`src/rtl/serial_2_parallel_master.sv`:
```
// SPI master receiver: clocks DATA_W-bit MSB-first words in from a slave and presents them in parallel.
// Optional data_stale flag (all-zero word indicator) is enabled by defining S2P_STALE_FLAG_EN.
module serial_2_parallel_master #(
  parameter int unsigned DATA_W  = 16,
  parameter int unsigned CLK_DIV = 4
) (
  input  logic              clk,
  input  logic              rst,
  input  logic              start,
  output logic              spi_sck,
  output logic              spi_cs_n,
  input  logic              spi_miso,
  output logic              busy,
  output logic [DATA_W-1:0] data_out,
  output logic              data_valid
`ifdef S2P_STALE_FLAG_EN
  ,
  output logic              data_stale
`endif
);

  localparam int unsigned BIT_W = $clog2(DATA_W);
  localparam int unsigned DIV_W = $clog2(CLK_DIV + 1);

  typedef enum logic [2:0] {
    IDLE,
    LEAD,
    SCK_LO,
    SCK_HI,
    TRAIL,
    GAP
  } state_t;

  state_t            state_q, state_d;
  logic [DIV_W-1:0]  div_q, div_d;
  logic [BIT_W-1:0]  bit_q, bit_d;
  logic [DATA_W-1:0] shift_q, shift_d;
  logic              div_done;

  logic              cs_n_d, sck_d, busy_d, valid_d;
  logic [DATA_W-1:0] data_d;
`ifdef S2P_STALE_FLAG_EN
  logic              stale_d;
`endif

  // State, counters and all output registers
  always_ff @(posedge clk) begin
    if (rst) begin
      state_q    <= IDLE;
      div_q      <= '0;
      bit_q      <= '0;
      shift_q    <= '0;
      spi_cs_n   <= 1'b1;
      spi_sck    <= 1'b1;
      busy       <= 1'b0;
      data_valid <= 1'b0;
      data_out   <= '0;
`ifdef S2P_STALE_FLAG_EN
      data_stale <= 1'b0;
`endif
    end else begin
      state_q    <= state_d;
      div_q      <= div_d;
      bit_q      <= bit_d;
      shift_q    <= shift_d;
      spi_cs_n   <= cs_n_d;
      spi_sck    <= sck_d;
      busy       <= busy_d;
      data_valid <= valid_d;
      data_out   <= data_d;
`ifdef S2P_STALE_FLAG_EN
      data_stale <= stale_d;
`endif
    end
  end

  assign div_done = (div_q == DIV_W'(CLK_DIV - 1));

  // Next-state, counter and shift logic; every transition clears the divider
  always_comb begin
    state_d = state_q;
    div_d   = div_q + DIV_W'(1);
    bit_d   = bit_q;
    shift_d = shift_q;
    unique case (state_q)
      IDLE: begin
        div_d = '0;
        if (start) begin
          state_d = LEAD;
          bit_d   = '0;
        end
      end
      LEAD: begin
        if (div_done) begin
          state_d = SCK_LO;
          div_d   = '0;
        end
      end
      SCK_LO: begin
        if (div_done) begin
          state_d = SCK_HI;
          div_d   = '0;
        end
      end
      SCK_HI: begin
        if (div_done) begin
          shift_d = {shift_q[DATA_W-2:0], spi_miso};
          bit_d   = bit_q + BIT_W'(1);
          div_d   = '0;
          state_d = (bit_q == BIT_W'(DATA_W - 1)) ? TRAIL : SCK_LO;
        end
      end
      TRAIL: begin
        if (div_done) begin
          state_d = GAP;
          div_d   = '0;
          bit_d   = '0;
        end
      end
      GAP: begin
        if (div_done) begin
          state_d = IDLE;
          div_d   = '0;
        end
      end
      default: begin
        state_d = IDLE;
        div_d   = '0;
        bit_d   = '0;
      end
    endcase
  end

  // Outputs follow the state one cycle later, so spi_cs_n falls the cycle after LEAD is entered
  always_comb begin
    cs_n_d  = (state_q == IDLE) || (state_q == GAP);
    sck_d   = (state_q != SCK_LO);
    busy_d  = (state_q != IDLE);
    valid_d = (state_q == GAP) && (div_q == DIV_W'(0));
    data_d  = valid_d ? shift_q : data_out;
`ifdef S2P_STALE_FLAG_EN
    stale_d = valid_d ? (shift_q == '0) : data_stale;
`endif
  end

endmodule
```
`config.mk`:
```
export PLATFORM = sky130hd
export DESIGN_NAME = serial_2_parallel_master
export DESIGN_NICKNAME = d
export VERILOG_FILES = /design/src/rtl/serial_2_parallel_master.sv
export SDC_FILE = /design/constraint.sdc
export NUM_CORES = 1
export LEC_CHECK = 0
export ABC_CLOCK_PERIOD_IN_PS = 3100
export BUFFER_PORTS_ARGS = -buffer_cell sky130_fd_sc_hd__buf_2
export CAP_MARGIN = 40
export CORE_UTILIZATION = 40
export CTS_CLUSTER_DIAMETER = 40
export DETAILED_ROUTE_END_ITERATION = 8
export GPL_ROUTABILITY_DRIVEN = 0
export PLACE_DENSITY = 0.7
export SYNTH_ARGS = -nofsm -noshare
export SYNTH_HDL_FRONTEND = slang
export SYNTH_SLANG_ARGS = --single-unit
```
`constraint.sdc`:
```
create_clock -name clk -period 3.1 [get_ports clk]
set_clock_uncertainty 0.2 [all_clocks]
set_input_delay 0.155 -clock clk [delete_from_list [all_inputs] [get_ports clk]]
set_output_delay 0.155 -clock clk [all_outputs]
set_load 0.01 [all_outputs]
```
==> Yosys cells after proc, flatten, opt, wreduce, memory -nomap -nowiden <==
Index checks and enable logic that the tools add are counted.
{ "word_totals": {"reg_bits": 46, "latchBits": 0, "ramBits": 0, "romBits": 0, "mem_count": 0} }
{ "classes": {"addsub": 2, "n_mul": 0, "div": 0, "magnitude_cmp": 0, "eq_ne": 14, "n_shift": 0, "muxes": 12, "bitwise_logic": 2, "reduce_logical": 11} }
{ "op_table": {"columns": ["op", "n"], "rows": [
  ["3-bit two-way mux", 7],
  ["3-bit case mux with 6 select lines", 1],
  ["4-bit case mux with 4 select lines", 1],
  ["4-bit two-way mux", 3],
  ["2-bit != test, second input constant", 6],
  ["3-bit by 2-bit equality test with 1-bit output, second input constant", 3],
  ["3-bit equality test, second input constant", 2],
  ["3-bit zero test", 2],
  ["6-bit AND reduction", 1],
  ["3-bit OR reduction", 2],
  ["5-bit OR reduction", 1],
  ["4-bit by 1-bit adder with 4-bit output, second input constant", 1],
  ["4-bit equality test, second input constant", 1],
  ["4-bit AND reduction", 1],
  ["3-bit by 1-bit adder with 3-bit output, second input constant", 1],
  ["3-bit by 1-bit equality test with 1-bit output, second input constant", 1],
  ["3-bit by 2-bit != test with 1-bit output, second input constant", 1],
  ["3-bit nonzero test", 1],
  ["1-bit inverter", 2],
  ["2-bit AND reduction", 1],
  ["1-bit logical AND", 1],
  ["1-bit logical OR", 1]
]} }

==> Logic depth before layout (Yosys ltp) <==
Gate-level depths: netlist of the first run.
{ "depth": {"ltp_word": 4, "ltp_mapped": 10, "depth_no_buf": 5} }

==> Worst setup path after synthesis of the first run <==
Ideal clock, no wire load.
{ "synth_timing": {"path_type": "register to register", "start": "register div_q[2]", "end": "register shift_q[10]", "setup_ns": 0.132, "arrival_time_ns": 1.885, "path_slack_ns": 0.883, "stages_incl_launch_ff": 11, "path_buffers": 5, "path_cell_list": "dfxtp_1 clkbuf_1 clkinv_1 clkbuf_1 ha_1 buf_4 and4b_1 buf_4 buf_2 nand2_1 a21oi_1"} }
{ "synth_between": {"elab_chain_cells": 2} }
{ "synth_lines": {"columns": ["item", "line_no", "rtl"], "rows": [
  ["start: declaration", "35", "logic [DIV_W-1:0] div_q, div_d;"],
  ["start signal: assignment", "63", "div_q <= div_d;"],
  ["3-bit by 2-bit equality test with 1-bit output", "77", "assign div_done = (div_q == DIV_W'(CLK_DIV - 1));"],
  ["2-bit AND reduction (no source line)", null, null],
  ["end signal: assignment", "65", "shift_q <= shift_d;"],
  ["end: declaration", "37", "logic [DATA_W-1:0] shift_q, shift_d;"]
]} }
Every way passes these cells.
A chain may end at the register's enable or synchronous reset.

==> Worst setup path after layout of the first run <==
{ "layout_timing": {"start": "register div_q[2]", "end": "register bit_q[3]"} }
{ "layout_between": {"elab_chain_cells": 3, "word_cells_on_any_way": 4, "cone_classes": "eq/ne (3); reduce/logical (1)"} }
{ "layout_lines": {"columns": ["item", "line_no", "rtl"], "rows": [
  ["3-bit by 2-bit equality test with 1-bit output (*)", "77", null],
  ["2-bit != test (no source line)", null, null],
  ["4-bit AND reduction (no source line) (*)", null, null],
  ["end signal: assignment", "64", "bit_q <= bit_d;"],
  ["end: declaration", "36", "logic [BIT_W-1:0] bit_q, bit_d;"]
]} }
Every way passes the cells marked *; elsewhere a longest branch is shown, timed or not.

==> results.txt, run 1 <==
Status: finished clean
Later-pin clock latency in the skew report: 290 ps
Detailed Route WL: 3489 um
Syn nets: 224
Setup TNS: 0 ps
Nets: 238
WL/cell: 12.33 um
Vias/cell: 5.276
Least-Margin Pin Slew: 770.3 ps
Cell total after placement: 274
Final worst setup slack: 836.1 ps
Setup WS pre-CTS: 831.5 ps
Post-Route Utilization: 46.49%
Distinct cells, synth: 36
Die Wd: 70.20 um
RSZ-0062 raised after global routing: false
Hold Crit Class: input port to flip-flop
Clk root buf: clkbuf_8
Sequential-to-total area share from yosys stat: 49.50%
Finished Cell Area: 0.002052 mm^2
CTS tree: done
Pre-Repair DR Iteration Count: 4
Max Slew Vio Count: 0
Syn Std Cell Area: 0.001861 mm^2
Warnings, synthesis: 0
Mapped Cells: 216
Most common cell after layout, fill and taps aside: dfxtp_1
Cts repair resizes: 0
Critical Path AT: 2210 ps
Lkg Pwr: 0.0007510 uW
Starting Density: 42.15%
Setup violators final: 0
# rows: 24
Setup bufs post-CTS: 0
Hold_buf cts: 1
Routed Antenna Nets: 0
H-Tree Level Count: 2
Final non-filler cell total: 283
Layout cell share with drive strength beyond 1: 16.88%
Drt first-iter violations: 93
Die H: 70.20 um
Clk buf depth: 2
Largest net degree at the start of global routing: 47
Vias in the first global route: 1,357
Global-route wire length before repair: 6009 um
Placed instance area: 0.001947 mm^2
Gr ovfl total: 0
Period utilisation layout: 73.03%
Normalized max-slew margin: 48.64%
Worst-path clk slew: 80 ps
Mean Syn Cell Area: 8.614 um^2
Die Footprint: 0.004928 mm^2
DRC: 0
Core Region: 0.004414 mm^2
Max Cap Viol: 0
Total GRT Usage: 15.06%
# diodes: 0
Most frequent cells in the layout: dfxtp_1, a21oi_1, nand2_1, buf_2, nand3_1
PortBufs: 23
Worst Setup Start Kind: flip-flop
Max IR drop VDD: 227.1 uV
Crit path required time: 3040 ps
Max Freq: 441.7 MHz
Area growth from synthesis to layout: 10.29%
Final Critical Period: 2264 ps
Clock sinks: 46
#FFs+latches synth: 46
Num CTS Buffers: 5
Crit end category: flip-flop
Critical Path Fanout Max: 18
DP HPWL: 2194 um
Top-level port count: 24
Final hold vios: 0
Crit path kind: flip-flop to flip-flop
Pwr dens: 489.0 mW/mm^2
Initial antenna violation count: 0
DR vias: 1,493
## power by group
part / internal (uW) / switching [uW] / total, uW
clock network: 179 / 199 / 378
registers: 594 / 5.32 / 599
logic: 10.3 / 16.2 / 26.4
## state kept, by name, summed over array words and instances, names as in the netlist
name / count
state_q: 3
shift_q: 16
spi_cs_n: 1
spi_sck: 1
div_q: 3
bit_q: 4
busy: 1
data_valid: 1
data_out: 16
## path summary, 6_finish.rpt
check	start	endpoint	slack [ps]	depth (start not counted)
setup / recovery	div_q[2]	bit_q[3]	840	5
hold / removal	start	state_q[0]	50	4
setup reg to reg	div_q[2]	bit_q[3]	840	5
hold reg to reg	div_q[0]	div_q[0]	250	1
## cell type report
cell class	instances	area, um^2
Clock buffer	6	82.58
Timing Repair Buffer	26	140.1
Fill cell	439	2362
Clock inverter	2	12.51
Multi-Input combinational cell	145	808.3
Inverter	6	22.52
Tap cell	52	65.06
Sequential cell	46	920.9
## per-layer routing
layer  GRT usage [%]  part of all wire, %
met5               0                    0
met4           6.000                  1.5
met3           2.597                  3.0
met2           23.61                   46
met1           20.54                   50
## stage by stage
| step | total power [uW] | hold slack, ps |
|---|---|---|
| after floorplan | 633.9 | 90.97 |
| after global placement | 638.4 | 213.3 |
| after detailed placement | 638.9 | 221.1 |
| after CTS | 1015 | 57.42 |
| after global routing | 1044 | 76.35 |
| final | 1003 | 51.73 |
## critical path, cell delays in order (launching register included)
cell and delay (ps):
dfxtp_1 680, clkinv_1 190, ha_1 360, and4b_1 340, a41oi_1 280, a311oi_1 70
## synthesized netlist by cell type
library cell,n,area (um^2)
dfxtp_1,46,920.9
a21oi_1,37,185.2
nand2_1,34,127.6
nand3_1,19,95.09
o21ai_0,18,90.09
clkbuf_1,10,37.54
nor2_1,5,18.77
ha_1,4,50.05
inv_1,4,15.01
nor3_1,4,20.02
buf_4,3,22.52
buf_6,3,33.78
nand2b_1,3,18.77
a311oi_1,2,17.52
buf_2,2,10.01
or4_1,2,15.01
a2111o_1,1,11.26
a2111oi_0,1,8.760
a21o_1,1,7.510
a41oi_1,1,8.760
and3b_2,1,10.01
and4b_1,1,10.01
and4b_2,1,11.26
clkbuf_2,1,5.000
clkinv_1,1,3.750
inv_2,1,3.750
mux2i_1,1,10.01
nand2_4,1,11.26
nand3b_1,1,7.510
nand4b_1,1,8.760
nand4b_2,1,15.01
o211a_1,1,10.01
o221ai_2,1,15.01
or3_1,1,6.260
or4b_1,1,10.01
xnor2_1,1,8.760
## kinds of logic (layout without fill, tap and decap cells)
family                   Yosys count  after routing  share of synthesized area (%)
AO/OA/AOI/OAI                     63             63                          19.03
buffers and inverters             25             40                          7.060
multiplexers                       1              1                         0.5380
XOR/XNOR                           1              1                         0.4708
adder cells (fa/ha/maj)            4              4                          2.690
flip-flops                        46             46                          49.50
AND/OR/NAND/NOR                   76             76                          20.71
Note: power is estimated with default switching activity, not from simulation.
==> run 2, diff against run 1 <==
- ABC_CLOCK_PERIOD_IN_PS: 3100 -> 2000
- PLACE_DENSITY: 0.7 -> 0.72
- clock period: 3.1 -> 2 ns (I/O delays scaled with it)
==> run 2 against run 1 <==
Worst setup slack worse by 630 ps. Core utilization increased by 1.3 points. Clock power up 57%. Register-to-register slack got worse by 630 ps. Combinational power is 64% higher. Wire length is 4.8% higher. Die area unchanged.
==> results.txt, run 2 (synthesized netlist as in run 1, its figures left out) <==
Die Wd: 70.20 um (unchanged)
Final hold slack: 163.3 ps (+111.5 ps)
DP HPWL: 2352 um (+7.2%)
Drt first-iter violations: 97 (+4.3%)
Int Power: 1216 uW (+55%)
Fraction of power consumed by sequential logic: 59.3% (-0.4 points)
Max Slew Vio Count: 0 (unchanged)
DR vias: 1,538 (+3.0%)
Finished Cell Area: 0.002111 mm^2 (+2.9%)
Die Footprint: 0.004928 mm^2 (unchanged)
Worst R2R Setup Slack: 210 ps (-630 ps)
Worst Hold Depth: 2 (-2)
Total GRT Usage: 16.24% (+1.2 points)
Clock sinks: 46 (unchanged)
Pre-Repair DR Iteration Count: 4 (unchanged)
CP max-delay cell: dfxtp_1
Num CTS Buffers: 5 (unchanged)
Final Critical Period: 1791 ps (-472.4 ps)
Top-level port count: 24 (unchanged)
Most frequent cells in the layout: dfxtp_1, a21oi_1, nand2_1, buf_2, nand3_1
H-Tree Level Count: 2 (unchanged)
Register area: 920.9 um^2 (unchanged)
WL/cell: 12.61 um (+2.3%)
Period utilisation layout: 89.57% (+17 points)
Least-Margin Pin Slew: 775.5 ps (+5.119 ps)
Lkg Pwr: 0.0007832 uW (+4.3%)
Combinational fraction of design power: 2.8% (+0.2 points)
Placed instance area: 0.001993 mm^2 (+2.4%)
Critical Path Fanout Max: 10 (-8)
Clk root buf: clkbuf_8
Crit path required time: 1960 ps (-1080 ps)
Largest net degree at the start of global routing: 47 (unchanged)
Routed Antenna Nets: 0 (unchanged)
Crit path kind: flip-flop to flip-flop
Nets: 245 (+2.9%)
Layout cell share with drive strength beyond 1: 19.75% (+2.9 points)
Most common cell after layout, fill and taps aside: dfxtp_1
Global-route wire length before repair: 6375 um (+6.1%)
Pwr dens: 742.2 mW/mm^2 (+52%)
R2R depth: 6 (+1)
CTS tree: done
# diodes: 0 (unchanged)
Hold Crit Class: input port to flip-flop
Status: finished clean
Critical Path AT: 1750 ps (-460 ps)
Crit-path max cell delay: 360 ps (-320 ps)
Final hold vios: 0 (unchanged)
# rows: 24 (unchanged)
Max IR drop VDD: 339.0 uV (+49%)
Worst-path clk slew: 80 ps (about the same)
FILL cells: 435 (-0.91%)
DRC: 0 (unchanged)
PortBufs: 23 (unchanged)
Vias in the first global route: 1,459 (+7.5%)
Critical R2R Capture: shift_q[2]
Area growth from synthesis to layout: 13.45%
CP Cell Sequence: ha_1 > ha_2 > nand4b_2 > buf_4 > nand2_1 > a21oi_1
Gr ovfl total: 0 (unchanged)
Clk buf depth: 2 (unchanged)
Initial antenna violation count: 0 (unchanged)
Setup TNS: 0 ps (unchanged)
Max Freq: 558.2 MHz (+26%)
Normalized max-slew margin: 48.30% (-0.34 points)
Max Cap Viol: 0 (unchanged)
RSZ-0062 raised after global routing: false
Detailed Route WL: 3658 um (+4.8%)
Power, Total: 1567 uW (+56%)
Clock power frac: 38.0% (+0.3 points)
Crit end category: flip-flop
Die H: 70.20 um (unchanged)
Reg-to-Reg Start: div_q[0]
Core Region: 0.004414 mm^2 (unchanged)
Vias/cell: 5.303 (+0.53%)
Worst Setup Start Kind: flip-flop
Switch share: 22.41% (+0.47 points)
Setup violators final: 0 (unchanged)
Later-pin clock latency in the skew report: 300 ps (about the same)
Starting Density: 42.15% (unchanged)
Psw: 351.0 uW (+59%)
Min-delay src: rst
Hold EP: busy
Multi-input gate area: 810.8 um^2 (+0.31%)
Largest registers: data_out (16), shift_q (16), bit_q (4)
## run 2: power by group through the flow
stage / clock (uW) / sequential, uW / combinational [uW]
after floorplan: 0 / 946 / 36.3
after global placement: 0 / 950 / 40.3
after detailed placement: 0 / 950 / 40.5
after CTS: 610 / 928 / 43.4
after global routing: 648 / 930 / 48.3
final: 595 / 928 / 43.3
## run 2: how the worst max path moves through the flow
stage | start | endpoint | slack [ps] | cells past startpoint
final | div_q[0] | shift_q[2] | 210 | 6
after detailed placement | div_q[0] | bit_q[3] | 110 | 5
after floorplan | div_q[2] | shift_q[10] | 0.9 | 10
after global routing | div_q[0] | shift_q[2] | 70 | 6
after global placement | div_q[0] | shift_q[3] | 160 | 6
after CTS | div_q[0] | shift_q[2] | 80 | 6
## run 2: metrics by stage
stage,instances,setup slack [ps],utilization [%]
after floorplan,216,0.9216,-
after CTS,290,84.12,47.76
final,290,208.6,47.82
after global placement,280,160.2,45.15
after detailed placement,280,106.8,45.15
after global routing,290,72.92,47.82
## run 2: worst max-delay path: cells and delay by family, from the launching register on
family	cells	cell delay, ps
fa+ha+maj	2	450
compound gates	1	70
flops	1	360
buf+inv	1	250
simple gates	2	320
## run 2: final cells by class
cell class              instances  share of cell area (%)
clock buffers                   6                   3.912
clock inverters                 2                  0.5928
inverters                       6                   1.126
multi-input cells             145                   38.41
flip-flops and latches         46                   43.63
well taps                      52                   3.082
repair buffers                 33                   9.247
## run 2: per-layer routing
layer / global-route usage, % / routed length, um / vias to the layer above
li1: - / - / 794
met1: 20.53 / 1740 / 710
met2: 25.96 / 1723 / 29
met3: 4.762 / 152 / 5
met4: 6.444 / 42 / 0
met5: 0 / 0 / -
## run 2: what timing repair did
item / 4_1_cts / 5_1_grt
endpoints found under the hold margin: 2 / 0
endpoints found under the setup margin: 0 / 17
setup buffers: 0 / 0
gates resized for setup: 0 / 1
hold buffers: 2 / 0
